$ cat config.mk
export PLATFORM = sky130hd
export DESIGN_NAME = serial_sub
export DESIGN_NICKNAME = d
export VERILOG_FILES = /design/src/rtl/serial_sub_pkg.sv /design/src/rtl/serial_sub_fullsub.sv /design/src/rtl/serial_sub.sv
export SDC_FILE = /design/constraint.sdc
export NUM_CORES = 1
export LEC_CHECK = 0
export CORE_MARGIN = 3
export CORE_UTILIZATION = 50
export CTS_CLUSTER_SIZE = 24
export DETAILED_ROUTE_END_ITERATION = 12
export GPL_TIMING_DRIVEN = 1
export HOLD_SLACK_MARGIN = 0.03
export PLACE_DENSITY = 0.81
export SYNTH_ARGS = -nofsm -noshare
export SYNTH_HDL_FRONTEND = slang
export SYNTH_SLANG_ARGS = --single-unit
$ cat constraint.sdc
create_clock -name clk -period 4.6 [get_ports clk]
set_input_delay 0.92 -clock clk [delete_from_list [all_inputs] [get_ports clk]]
set_output_delay 0.92 -clock clk [all_outputs]
set_load 0.005 [all_outputs]
$ cat src/rtl/serial_sub_pkg.sv
// Shared types and sizing helpers for the bit-serial subtractor.
package serial_sub_pkg;

  typedef enum logic [1:0] {
    IDLE  = 2'd0,
    SHIFT = 2'd1,
    DONE  = 2'd2
  } state_t;

  function automatic int cnt_width(input int width);
    return (width < 2) ? 1 : $clog2(width);
  endfunction

endpackage

$ cat src/rtl/serial_sub_fullsub.sv
// One-bit full subtractor: difference and borrow-out.
module fullsub (
  output logic D,
  output logic Bo,
  input  logic A,
  input  logic B,
  input  logic Bi
);

  assign D  = A ^ B ^ Bi;
  assign Bo = (~A & B) | (~(A ^ B) & Bi);

endmodule

$ cat src/rtl/serial_sub.sv
// Bit-serial subtractor: LSB-first over WIDTH cycles, result
// registered on entry to DONE, done pulse one cycle later.
import serial_sub_pkg::*;

module serial_sub #(
  parameter int WIDTH = 8
) (
  input  logic             clk,
  input  logic             rst,
  input  logic             start,
  input  logic [WIDTH-1:0] A,
  input  logic [WIDTH-1:0] B,
  output logic             busy,
  output logic             done,
  output logic [WIDTH-1:0] D,
  output logic             Bout,
  output logic             V
);

  localparam int CW = cnt_width(WIDTH);
  localparam logic [CW-1:0] LAST = CW'(WIDTH - 1);

  state_t           state;
  logic [WIDTH-1:0] a_sr;
  logic [WIDTH-1:0] b_sr;
  logic [WIDTH-1:0] res;
  logic [CW-1:0]    cnt;
  logic             bin;
  logic             d_bit;
  logic             b_next;
  logic [WIDTH-1:0] res_next;

  fullsub u_fs (
    .D  (d_bit),
    .Bo (b_next),
    .A  (a_sr[0]),
    .B  (b_sr[0]),
    .Bi (bin)
  );

  assign res_next = {d_bit, res[WIDTH-1:1]};

  always_ff @(posedge clk) begin
    if (rst) begin
      state <= IDLE;
      a_sr  <= '0;
      b_sr  <= '0;
      res   <= '0;
      cnt   <= '0;
      bin   <= 1'b0;
      busy  <= 1'b0;
      done  <= 1'b0;
      D     <= '0;
      Bout  <= 1'b0;
      V     <= 1'b0;
    end else begin
      done <= 1'b0;
      unique case (state)
        IDLE: begin
          if (start) begin
            a_sr  <= A;
            b_sr  <= B;
            bin   <= 1'b0;
            cnt   <= '0;
            busy  <= 1'b1;
            state <= SHIFT;
          end
        end
        SHIFT: begin
          a_sr <= a_sr >> 1;
          b_sr <= b_sr >> 1;
          bin  <= b_next;
          res  <= res_next;
          cnt  <= cnt + 1'b1;
          if (cnt == LAST) begin
            // a_sr[0]/b_sr[0] now hold the operand sign bits
            D     <= res_next;
            Bout  <= b_next;
            V     <= (a_sr[0] != b_sr[0]) && (d_bit != a_sr[0]);
            state <= DONE;
          end
        end
        DONE: begin
          done  <= 1'b1;
          busy  <= 1'b0;
          state <= IDLE;
        end
        default: state <= IDLE;
      endcase
    end
  end

endmodule
==> reports/metrics.yaml, run 1 <==
worst_setup_path:
  reg2reg_to: "V"
  critPathBufInv: 0
  cp_data_required_time_ps: 4890
  cp_top_family: "flip-flops"
  startpoint_type: "register"
  r2r_setup_slack_ps: 2300
  critPathCaptureType: "register"
  critPathKind: "register to register"
  cpPeakStageDelay_ps: 1070
  crit_slowest_cell: "dfxtp_1"
  timing.rr.start: "state[0]"
  crit_path_cell_trace: "nand3b_1 > or3_1 > a21oi_1"
  rr_worst_depth: 3
  cp_max_fo: 24
  crit_arrival_ps: 2590
synth:
  yosysWarnings: 0
  ys_async_sr_fraction: 0
  synth.distinct_cells: 27
  ys.flop_type: "dfxtp_1"
  ys_seq_elements: 41
  synth_top_area_frac: 0.4820
  synth_top_cells_by_area: "dfxtp_1 (48%), mux2i_1 (8.2%), a211oi_2 (7.3%)"
  synth.largest_area_cell: "dfxtp_1"
  synth_commonest_cells: "dfxtp_1 (41), nand2_1 (29), nor2_1 (22)"
  syn_inst: 180
  seq_area_frac_synth: 0.4820
  synth_edf_count: 0
  avgSynthCellArea_um2: 9.460
  yosys.cell_count.top_type: "dfxtp_1"
  synth_fp_nets: 203
  synth_area_um2: 1703
clock_tree:
  h-tree-depth: 2
  numCtsBuffers: 5
  ctsHoldBuffers: 0
  cts_tree: "done"
  post_cts_buffers: 0
  clock-sinks: 41
  path_clk_slew_ps: 120
  cts_root_buffer: "clkbuf_4"
  clk_latency_ps: 350
  ctsResizeCount: 0
  cts_buffer_depth: 2
global_route:
  met2_usage: 0.3183
  grt_use_total: 0.1787
  grt_max_degree: 42
  met3_usage: 0.04569
  grt_util_met1: 0.2018
  grt_pass1_vias: 1387
  antenna_found_initial: 0
  grt_pass1_wl_mm: 5.885
  grt-busiest-layer: "met2"
  grt-ovfl-total: 0
finish:
  synthToLayoutAreaGrowth_pct: 22.26
  drive_gt1_frac: 0.09756
  fin_area_um2: 2082
  antenna_cells: 0
  n_fill_cell: 273
  fin_nets: 227
die:
  dieHeight_um: 64.36
  io_pins: 31
  start_util: 0.5401
  die_area_um2: 4142
  core_um2: 3153
  rows: 20
  dieWidth_um: 64.36
routing:
  ant_nets: 0
  first_pass_iters: 4
  drtIter0Drc: 74
  num_vias: 1328
  drc: 0
  viasPerCell: 5.333
  wl_mm: 3.189
  routedWlPerCell_um: 12.81
sta:
  finalSetupViolations: 0
  clock_skew_ps: 8.585
  slew_violations: 0
  tightest_slew_ps: 1097
  fmaxAchievable_ghz: 0.4340
  final_hold_viol_count: 0
  setup-tns-final_ps: 0
  layout_min_cycle_time_ps: 2304
  fin_crit_sh: 0.5009
  rsz0062_at_grt: "no"
  slew_headroom: 0.2680
pwr:
  p_per_area_nw_per_um2: 359.1
  p_leak_uw: 0.0007555
  ir_worst_vdd_v: 0.0002029
  design_power_total_uw: 747.6
status:
  status: "complete, no violations"
min_path:
  min-delay-start: "V"
  whs_endpoint: "V"
  holdPathStages: 2
  worst_hold_path_type: "register to register"
place:
  dpl-instance-area_um2: 1979
  io_buffers: 30
  place.gp.congestion: 0.7539
  place_hpwl_mm: 2.217
run:
  drv_cap: 0
## report_power, final
group          switching, uW  total, uW  internal (uW)
Clock                    117        285            168
Sequential              15.0        386            371
Combinational           36.5       76.7           40.2
## final cells by class
class                           count  area [um2]  share of cell area
Sequential cell                    41       820.8              0.3942
Multi-Input combinational cell    122       784.5              0.3768
Timing Repair Buffer               31       307.8              0.1478
Clock inverter                      3       65.06             0.03125
Tap cell                           44       55.05             0.02644
Clock buffer                        5       37.54             0.01803
Inverter                            3       11.26            0.005409
## routing by layer
layer  part of all wire  routed length (um)
met5                  0                   0
met4              0.014                  46
met3              0.043                 138
met2               0.51                1638
met1               0.43                1364
## through the flow
stage	utilization	setup WS, ps	instances	hold WS (ps)
2_1_floorplan	-	2992	180	432.1
5_1_grt	0.6603	2064	249	488.5
3_5_place_dp	0.6278	2061	241	447.1
6_report	0.6603	2296	249	459.2
4_1_cts	0.6603	2262	249	465.2
3_3_place_gp	0.6278	2185	241	440.2
## how the worst max path moves through the flow
stage | start | end | slack [ps] | cells past startpoint
floorplan | start | a_sr[0] | 2990 | 4
global placement | start | a_sr[0] | 2180 | 4
detailed placement | start | a_sr[6] | 2060 | 4
CTS | state[0] | V | 2260 | 3
global route | state[0] | V | 2060 | 3
finish | state[0] | V | 2300 | 3
## cell usage in the layout, fill, tap and decap left out
cell,n
and3b_1,1
a21oi_1,18
xor2_1,1
o21ai_0,2
nand3b_1,1
dfxtp_1,41
a211oi_2,10
clkdlybuf4s50_1,30
clkbuf_4,5
nand2b_1,1
buf_4,1
mux2i_1,14
o21ba_2,1
o21bai_1,1
a211oi_1,9
fa_1,1
nand2_1,29
ha_1,3
clkinv_2,1
inv_1,3
and2b_1,1
nor3_1,1
bufinv_16,2
or3_1,1
nor2_1,22
nand4_1,2
a22oi_1,3
## state kept, by name, indices dropped and copies added (netlist names)
name	cells
D	8
a_sr	8
b_sr	8
res	7
cnt	3
state	2
Bout	1
V	1
bin	1
busy	1
done	1
## cells by family (layout without fill, tap and decap cells)
kind of cell	after synthesis	count (layout)	synth area share
and+or+nand+nor	59	59	0.1440
adders and majority gates	4	4	0.03380
AOI/OAI and AO/OA	44	44	0.1954
xor gates and xnor gates	1	1	0.005144
DFF	41	41	0.4820
buffers and inverters	17	42	0.05731
muxes	14	14	0.08229
## tightest hold or removal path: cells and delay by family, from the launching register on
family          cells  cell delay, ps
compound gates      1              50
flops               1             330
simple gates        1              50
Power figures use the tool's default switching activity.
==> inputs of run 2 (changes only) <==
CORE_UTILIZATION = 46   (was 50)
PLACE_DENSITY = 0.78   (was 0.81)
clock period = 2 ns   (was 4.6 ns; I/O delays follow)
==> run 2 against run 1 <==
Net effect:
- cell count grew 1.6%
- setup slack lost 1900 ps
- combinational power grew to 2.6 times the previous value
- die area grew 7.9%
- clock skew fell by 1.2 ps
- hold slack got worse by 6.9 ps
- via count fell by 3.0%
- total power up 110%
- clock-buffer cell count grew 2
- largest power group unchanged
- highest routed layer unchanged
==> reports/metrics.yaml, run 2 (synthesized netlist as in run 1, its figures left out) <==
status:
  status: "complete, no violations"  # unchanged
sta:
  rsz0062_at_grt: "no"  # unchanged
  setup-tns-final_ps: 0  # unchanged
  slew_headroom: 0.7418  # was 0.2680
  clock_skew_ps: 7.405  # was 8.585 ps
  timing.final.ws_setup_ps: 369.9  # was 2296 ps
  fin_crit_sh: 0.8151  # was 0.5009
  tightest_slew_ps: 387.4  # was 1097 ps
  slew_violations: 0  # unchanged
  finalSetupViolations: 0  # unchanged
  final_hold_viol_count: 0  # unchanged
  fmaxAchievable_ghz: 0.6134  # was 0.4340 GHz
  layout_min_cycle_time_ps: 1630  # was 2304 ps
pwr:
  p_per_area_nw_per_um2: 758.0  # was 359.1 nW/um2
  design_power_total_uw: 1604  # was 747.6 uW
  p_leak_uw: 0.0007682  # was 0.0007555 uW
  ir_worst_vdd_v: 0.0004762  # was 0.0002029 V
worst_setup_path:
  startpoint_type: "register"  # unchanged
  critPathKind: "register to register"  # unchanged
  timing.rr.start: "a_sr[0]"  # was state[0]
  critPathBufInv: 1  # was 0
  cp_max_fo: 3  # was 24
  crit_arrival_ps: 1850  # was 2590 ps
  crit_path_cell_trace: "inv_1 > fa_1 > xor2_1 > or3_1 > a21oi_1"  # was nand3b_1 > or3_1 > a21oi_1
  cpPeakStageDelay_ps: 500  # was 1070 ps
  reg2reg_to: "V"  # unchanged
  rr_worst_depth: 5  # was 3
  critPathCaptureType: "register"  # unchanged
  cp_data_required_time_ps: 2220  # was 4890 ps
  r2r_setup_slack_ps: 370  # was 2300 ps
  cp_top_family: "adder cells"  # was flip-flops
  crit_slowest_cell: "fa_1"  # was dfxtp_1
clock_tree:
  clock-sinks: 41  # unchanged
  clk_latency_ps: 290  # was 350 ps
  ctsResizeCount: 0  # unchanged
  h-tree-depth: 2  # unchanged
  path_clk_slew_ps: 70  # was 120 ps
  post_cts_buffers: 0  # unchanged
  cts_buffer_depth: 2  # unchanged
  cts_root_buffer: "clkbuf_8"  # was clkbuf_4
  cts_tree: "done"  # unchanged
  numCtsBuffers: 5  # unchanged
  ctsHoldBuffers: 0  # unchanged
min_path:
  whs_endpoint: "V"  # unchanged
  min-delay-start: "V"  # unchanged
  holdPathStages: 2  # unchanged
  worst_hold_path_type: "register to register"  # unchanged
finish:
  reg.largest.list: "D (8), a_sr (8), b_sr (8)"  # unchanged
  fin_nets: 230  # was 227
  antenna_cells: 0  # unchanged
  synthToLayoutAreaGrowth_pct: 24.25  # was 22.26%
  final_cell_mix: "dfxtp_1 (41), clkdlybuf4s50_1 (30), nand2_1 (29), nor2_1 (22), a21oi_1 (18)"  # unchanged
  layout_commonest_cell: "dfxtp_1"  # unchanged
  drive_gt1_frac: 0.1014  # was 0.09756
  instances_no_fill: 253  # was 249
run:
  drv_cap: 0  # unchanged
global_route:
  antenna_found_initial: 0  # unchanged
  grt-ovfl-total: 0  # unchanged
  grt_max_degree: 42  # unchanged
  grt_use_total: 0.1653  # was 0.1787
  grt_pass1_wl_mm: 5.575  # was 5.885 mm
  grt_pass1_vias: 1286  # was 1387
die:
  rows: 21  # was 20
  dieHeight_um: 66.85  # was 64.36 um
  die_area_um2: 4468  # was 4142 um2
  io_pins: 31  # unchanged
  start_util: 0.4947  # was 0.5401
  dieWidth_um: 66.85  # was 64.36 um
  core_um2: 3442  # was 3153 um2
routing:
  drtIter0Drc: 55  # was 74
  drc: 0  # unchanged
  first_pass_iters: 4  # unchanged
  num_vias: 1288  # was 1328
  ant_nets: 0  # unchanged
  routedWlPerCell_um: 12.92  # was 12.81 um
  wl_mm: 3.268  # was 3.189 mm
  viasPerCell: 5.091  # was 5.333
place:
  place.gp.congestion: 0.7367  # was 0.7539
  place_hpwl_mm: 2.260  # was 2.217 mm
  place_inst: 246  # was 241
  place_ws_ps: 250.6  # was 2061 ps
  io_buffers: 30  # unchanged
-- run 2: tightest hold or removal path: cells and delay by family, from the launching register on --
family | cells | cell delay, ps
and+or+nand+nor | 1 | 50
AOI/OAI and AO/OA | 1 | 50
DFF | 1 | 310
-- run 2: metal layers --
layer  vias up  track usage  wire [um]
li1        667            -          -
met1       593       0.1950       1479
met2        21       0.2748       1594
met3         7      0.03541        112
met4         0      0.09391         82
met5         -            0          0
-- run 2: through the flow --
step / cell area [um2] / utilization / hold WS [ps]
2_1_floorplan: 1703 / - / 432.1
3_3_place_gp: 2029 / 0.5896 / 441.4
3_5_place_dp: 2029 / 0.5896 / 446.2
4_1_cts: 2116 / 0.6147 / 456.6
5_1_grt: 2116 / 0.6147 / 484.8
6_report: 2116 / 0.6147 / 452.3
-- run 2: how the worst max path moves through the flow --
stage                        from  endpoint  cells after the start
after floorplan           a_sr[0]         V                      5
after global placement      start   b_sr[0]                      5
after detailed placement    start   b_sr[3]                      5
after CTS                 a_sr[0]         V                      5
after global routing      a_sr[0]         V                      5
final                     a_sr[0]         V                      5
-- run 2: final cells by class --
cell class / instances / area [um2]
clock buffer: 7 / 86.33
fill: 302 / 1326
inverter: 3 / 11.26
multi-input combinational: 122 / 784.5
sequential: 41 / 820.8
tap: 46 / 57.56
timing repair buffer: 34 / 355.3
-- run 2: report_power, final --
| part | internal [uW] | leakage (uW) | total, uW | switching [uW] |
|---|---|---|---|---|
| Combinational | 101 | 0.000389 | 196 | 95.0 |
| Sequential | 853 | 0.000335 | 879 | 25.7 |
| Clock | 273 | 0.0000443 | 529 | 255 |
==> inputs of run 3 (changes only) <==
CORE_UTILIZATION = 50   (was 46)
PLACE_DENSITY = 0.81   (was 0.78)
clock period = 1.6 ns   (was 2 ns; I/O delays follow)
==> run 3 against run 2 <==
Net effect:
- sequential cell count unchanged
- clock-buffer cell count decreased by 2
- register-to-register slack got worse by 330 ps
- setup slack got worse by 330 ps
- critical path type unchanged
- sequential power increased by 25%
- routed wire length decreased by 1.3%
- largest power group unchanged
- design area increased by 1.2%
- maximum frequency increased by 4.5%
- utilization increased by 6.5 points
==> reports/metrics.yaml, run 3 (synthesized netlist as in run 1, its figures left out) <==
sta:
  fmaxAchievable_ghz: 0.6411  # was 0.6134 GHz
  clock_skew_ps: 7.687  # was 7.405 ps
  tightest_slew_ps: 369.5  # was 387.4 ps
  timing.final.ws_setup_ps: 40.17  # was 369.9 ps
  slew_violations: 0  # unchanged
  timing.hold.ws_ps: 459.6  # was 452.3 ps
  layout_min_cycle_time_ps: 1560  # was 1630 ps
  final_hold_viol_count: 0  # unchanged
  setup-tns-final_ps: 0  # unchanged
  fin_crit_sh: 0.9749  # was 0.8151
  slew_headroom: 0.7537  # was 0.7418
  finalSetupViolations: 0  # unchanged
  rsz0062_at_grt: "no"  # unchanged
global_route:
  grt_max_degree: 42  # unchanged
  grt-ovfl-total: 0  # unchanged
  grt_pass1_wl_mm: 5.644  # was 5.575 mm
  grt_use_total: 0.1759  # was 0.1653
  antenna_found_initial: 0  # unchanged
  grt_pass1_vias: 1305  # was 1286
pwr:
  design_power_total_uw: 2041  # was 1604 uW
  p_per_area_nw_per_um2: 953.0  # was 758.0 nW/um2
  intPower_uw: 1533  # was 1228 uW
  swShare: 0.2491  # was 0.2343
  seqPwrFrac: 0.537  # was 0.548
  ir_worst_vdd_v: 0.0005088  # was 0.0004762 V
  pwr-share-clk: 0.336  # was 0.330
  p_leak_uw: 0.0007800  # was 0.0007682 uW
  p_switching_uw: 508.4  # was 375.8 uW
  p_comb_frac: 0.126  # was 0.122
routing:
  drc: 0  # unchanged
  first_pass_iters: 4  # unchanged
  num_vias: 1330  # was 1288
  ant_nets: 0  # unchanged
  routedWlPerCell_um: 12.64  # was 12.92 um
  viasPerCell: 5.216  # was 5.091
  wl_mm: 3.224  # was 3.268 mm
  drtIter0Drc: 89  # was 55
worst_setup_path:
  critPathKind: "register to register"  # unchanged
  r2r_setup_slack_ps: 40  # was 370 ps
  crit_slowest_cell: "fa_2"  # was fa_1
  reg2reg_to: "V"  # unchanged
  critPathCaptureType: "register"  # unchanged
  critPathBufInv: 1  # unchanged
  crit_path_cell_trace: "inv_1 > fa_2 > xor2_1 > or3_1 > a21oi_1"  # was inv_1 > fa_1 > xor2_1 > or3_1 > a21oi_1
  timing.rr.start: "a_sr[0]"  # unchanged
  cpPeakStageDelay_ps: 470  # was 500 ps
  cp_data_required_time_ps: 1900  # was 2220 ps
  rr_worst_depth: 5  # unchanged
  cp_max_fo: 3  # unchanged
  cp_top_family: "adder cells"  # unchanged
  crit_arrival_ps: 1860  # was 1850 ps
  startpoint_type: "register"  # unchanged
  critical_path.startpoint: "a_sr[0]"  # unchanged
finish:
  antenna_cells: 0  # unchanged
  layout_commonest_cell: "dfxtp_1"  # unchanged
  synthToLayoutAreaGrowth_pct: 25.79  # was 24.25%
  drive_gt1_frac: 0.1517  # was 0.1014
  reg.largest.list: "D (8), a_sr (8), b_sr (8)"  # unchanged
  n_fill_cell: 260  # was 302
  final_util: 0.6794  # was 0.6147
  fin_nets: 233  # was 230
  final_cell_mix: "dfxtp_1 (37), clkdlybuf4s50_1 (30), nand2_1 (29), nor2_1 (22), a21oi_1 (18)"  # was dfxtp_1 (41), clkdlybuf4s50_1 (30), nand2_1 (29), nor2_1 (22), a21oi_1 (18)
clock_tree:
  cts_root_buffer: "clkbuf_4"  # was clkbuf_8
  path_clk_slew_ps: 120  # was 70 ps
  cts_buffer_depth: 2  # unchanged
  h-tree-depth: 2  # unchanged
  cts_tree: "done"  # unchanged
  numCtsBuffers: 5  # unchanged
  clk_latency_ps: 360  # was 290 ps
  clock-sinks: 41  # unchanged
  post_cts_buffers: 0  # unchanged
status:
  status: "complete, no violations"  # unchanged
die:
  dieHeight_um: 64.36  # was 66.85 um
  dieWidth_um: 64.36  # was 66.85 um
  start_util: 0.5401  # was 0.4947
  io_pins: 31  # unchanged
  core_um2: 3153  # was 3442 um2
  die_area_um2: 4142  # was 4468 um2
  rows: 20  # was 21
run:
  drv_cap: 0  # unchanged
min_path:
  min-delay-start: "D[3]"  # was V
  whs_endpoint: "D[3]"  # was V
  holdPathStages: 2  # unchanged
  worst_hold_path_type: "register to register"  # unchanged
place:
  place_ws_ps: 37.74  # was 250.6 ps
  io_buffers: 30  # unchanged
  place.gp.congestion: 0.8012  # was 0.7367
  place_hpwl_mm: 2.189  # was 2.260 mm
==> run 3: cell count changes in the layout (fill, tap and decap cells not counted), sizes merged <==
cell	delta
clkinvlp	+1
buf	+3
clkbuf	-2
clkinv	+1
bufinv	+1
==> run 3: final cells by class <==
type / instances / area, um2 / share of cell area
Tap cell: 44 / 55.05 / 0.02570
Clock buffer: 5 / 37.54 / 0.01752
Inverter: 3 / 11.26 / 0.005257
Multi-Input combinational cell: 122 / 788.3 / 0.3680
Timing Repair Buffer: 37 / 377.9 / 0.1764
Clock inverter: 3 / 46.29 / 0.02161
Sequential cell: 41 / 825.8 / 0.3855
==> run 3: repair_timing <==
item,CTS,global route
endpoints found under the setup margin,0,4
hold buffers,0,0
resized for setup,0,6
==> run 3: metrics by stage <==
step           cell area, um2  cells
2_1_floorplan            1703    180
3_3_place_gp             2049    247
3_5_place_dp             2049    247
4_1_cts                  2133    255
5_1_grt                  2142    255
6_report                 2142    255
==> run 3: layer usage <==
layer,track usage,share of wire,up-vias,routed length (um)
li1,-,-,679,-
met1,0.2099,0.43,616,1396
met2,0.2899,0.49,27,1592
met3,0.04921,0.052,8,169
met4,0.08443,0.020,0,65
met5,0,0,-,0
==> run 3: worst max path at each step <==
stage               slack [ps]  depth (start not counted)  endpoint
floorplan                   80                          5         V
finish                      40                          5         V
CTS                          9                          5         V
global placement           110                          5         V
detailed placement          40                          5         V
global route                 1                          5         V
==> run 3: power by group through the flow <==
stage                     clock network, uW  logic (uW)  registers [uW]
after detailed placement                  0         256            1120
after CTS                               697         258            1100
after global routing                    748         286            1100
final                                   687         258            1100
after floorplan                           0         176            1110
after global placement                    0         246            1120
==> run 3: tightest hold or removal path: stages (launching register included) <==
cell and delay, ps:
dfxtp_2 340, nand2_1 50, a21oi_1 50
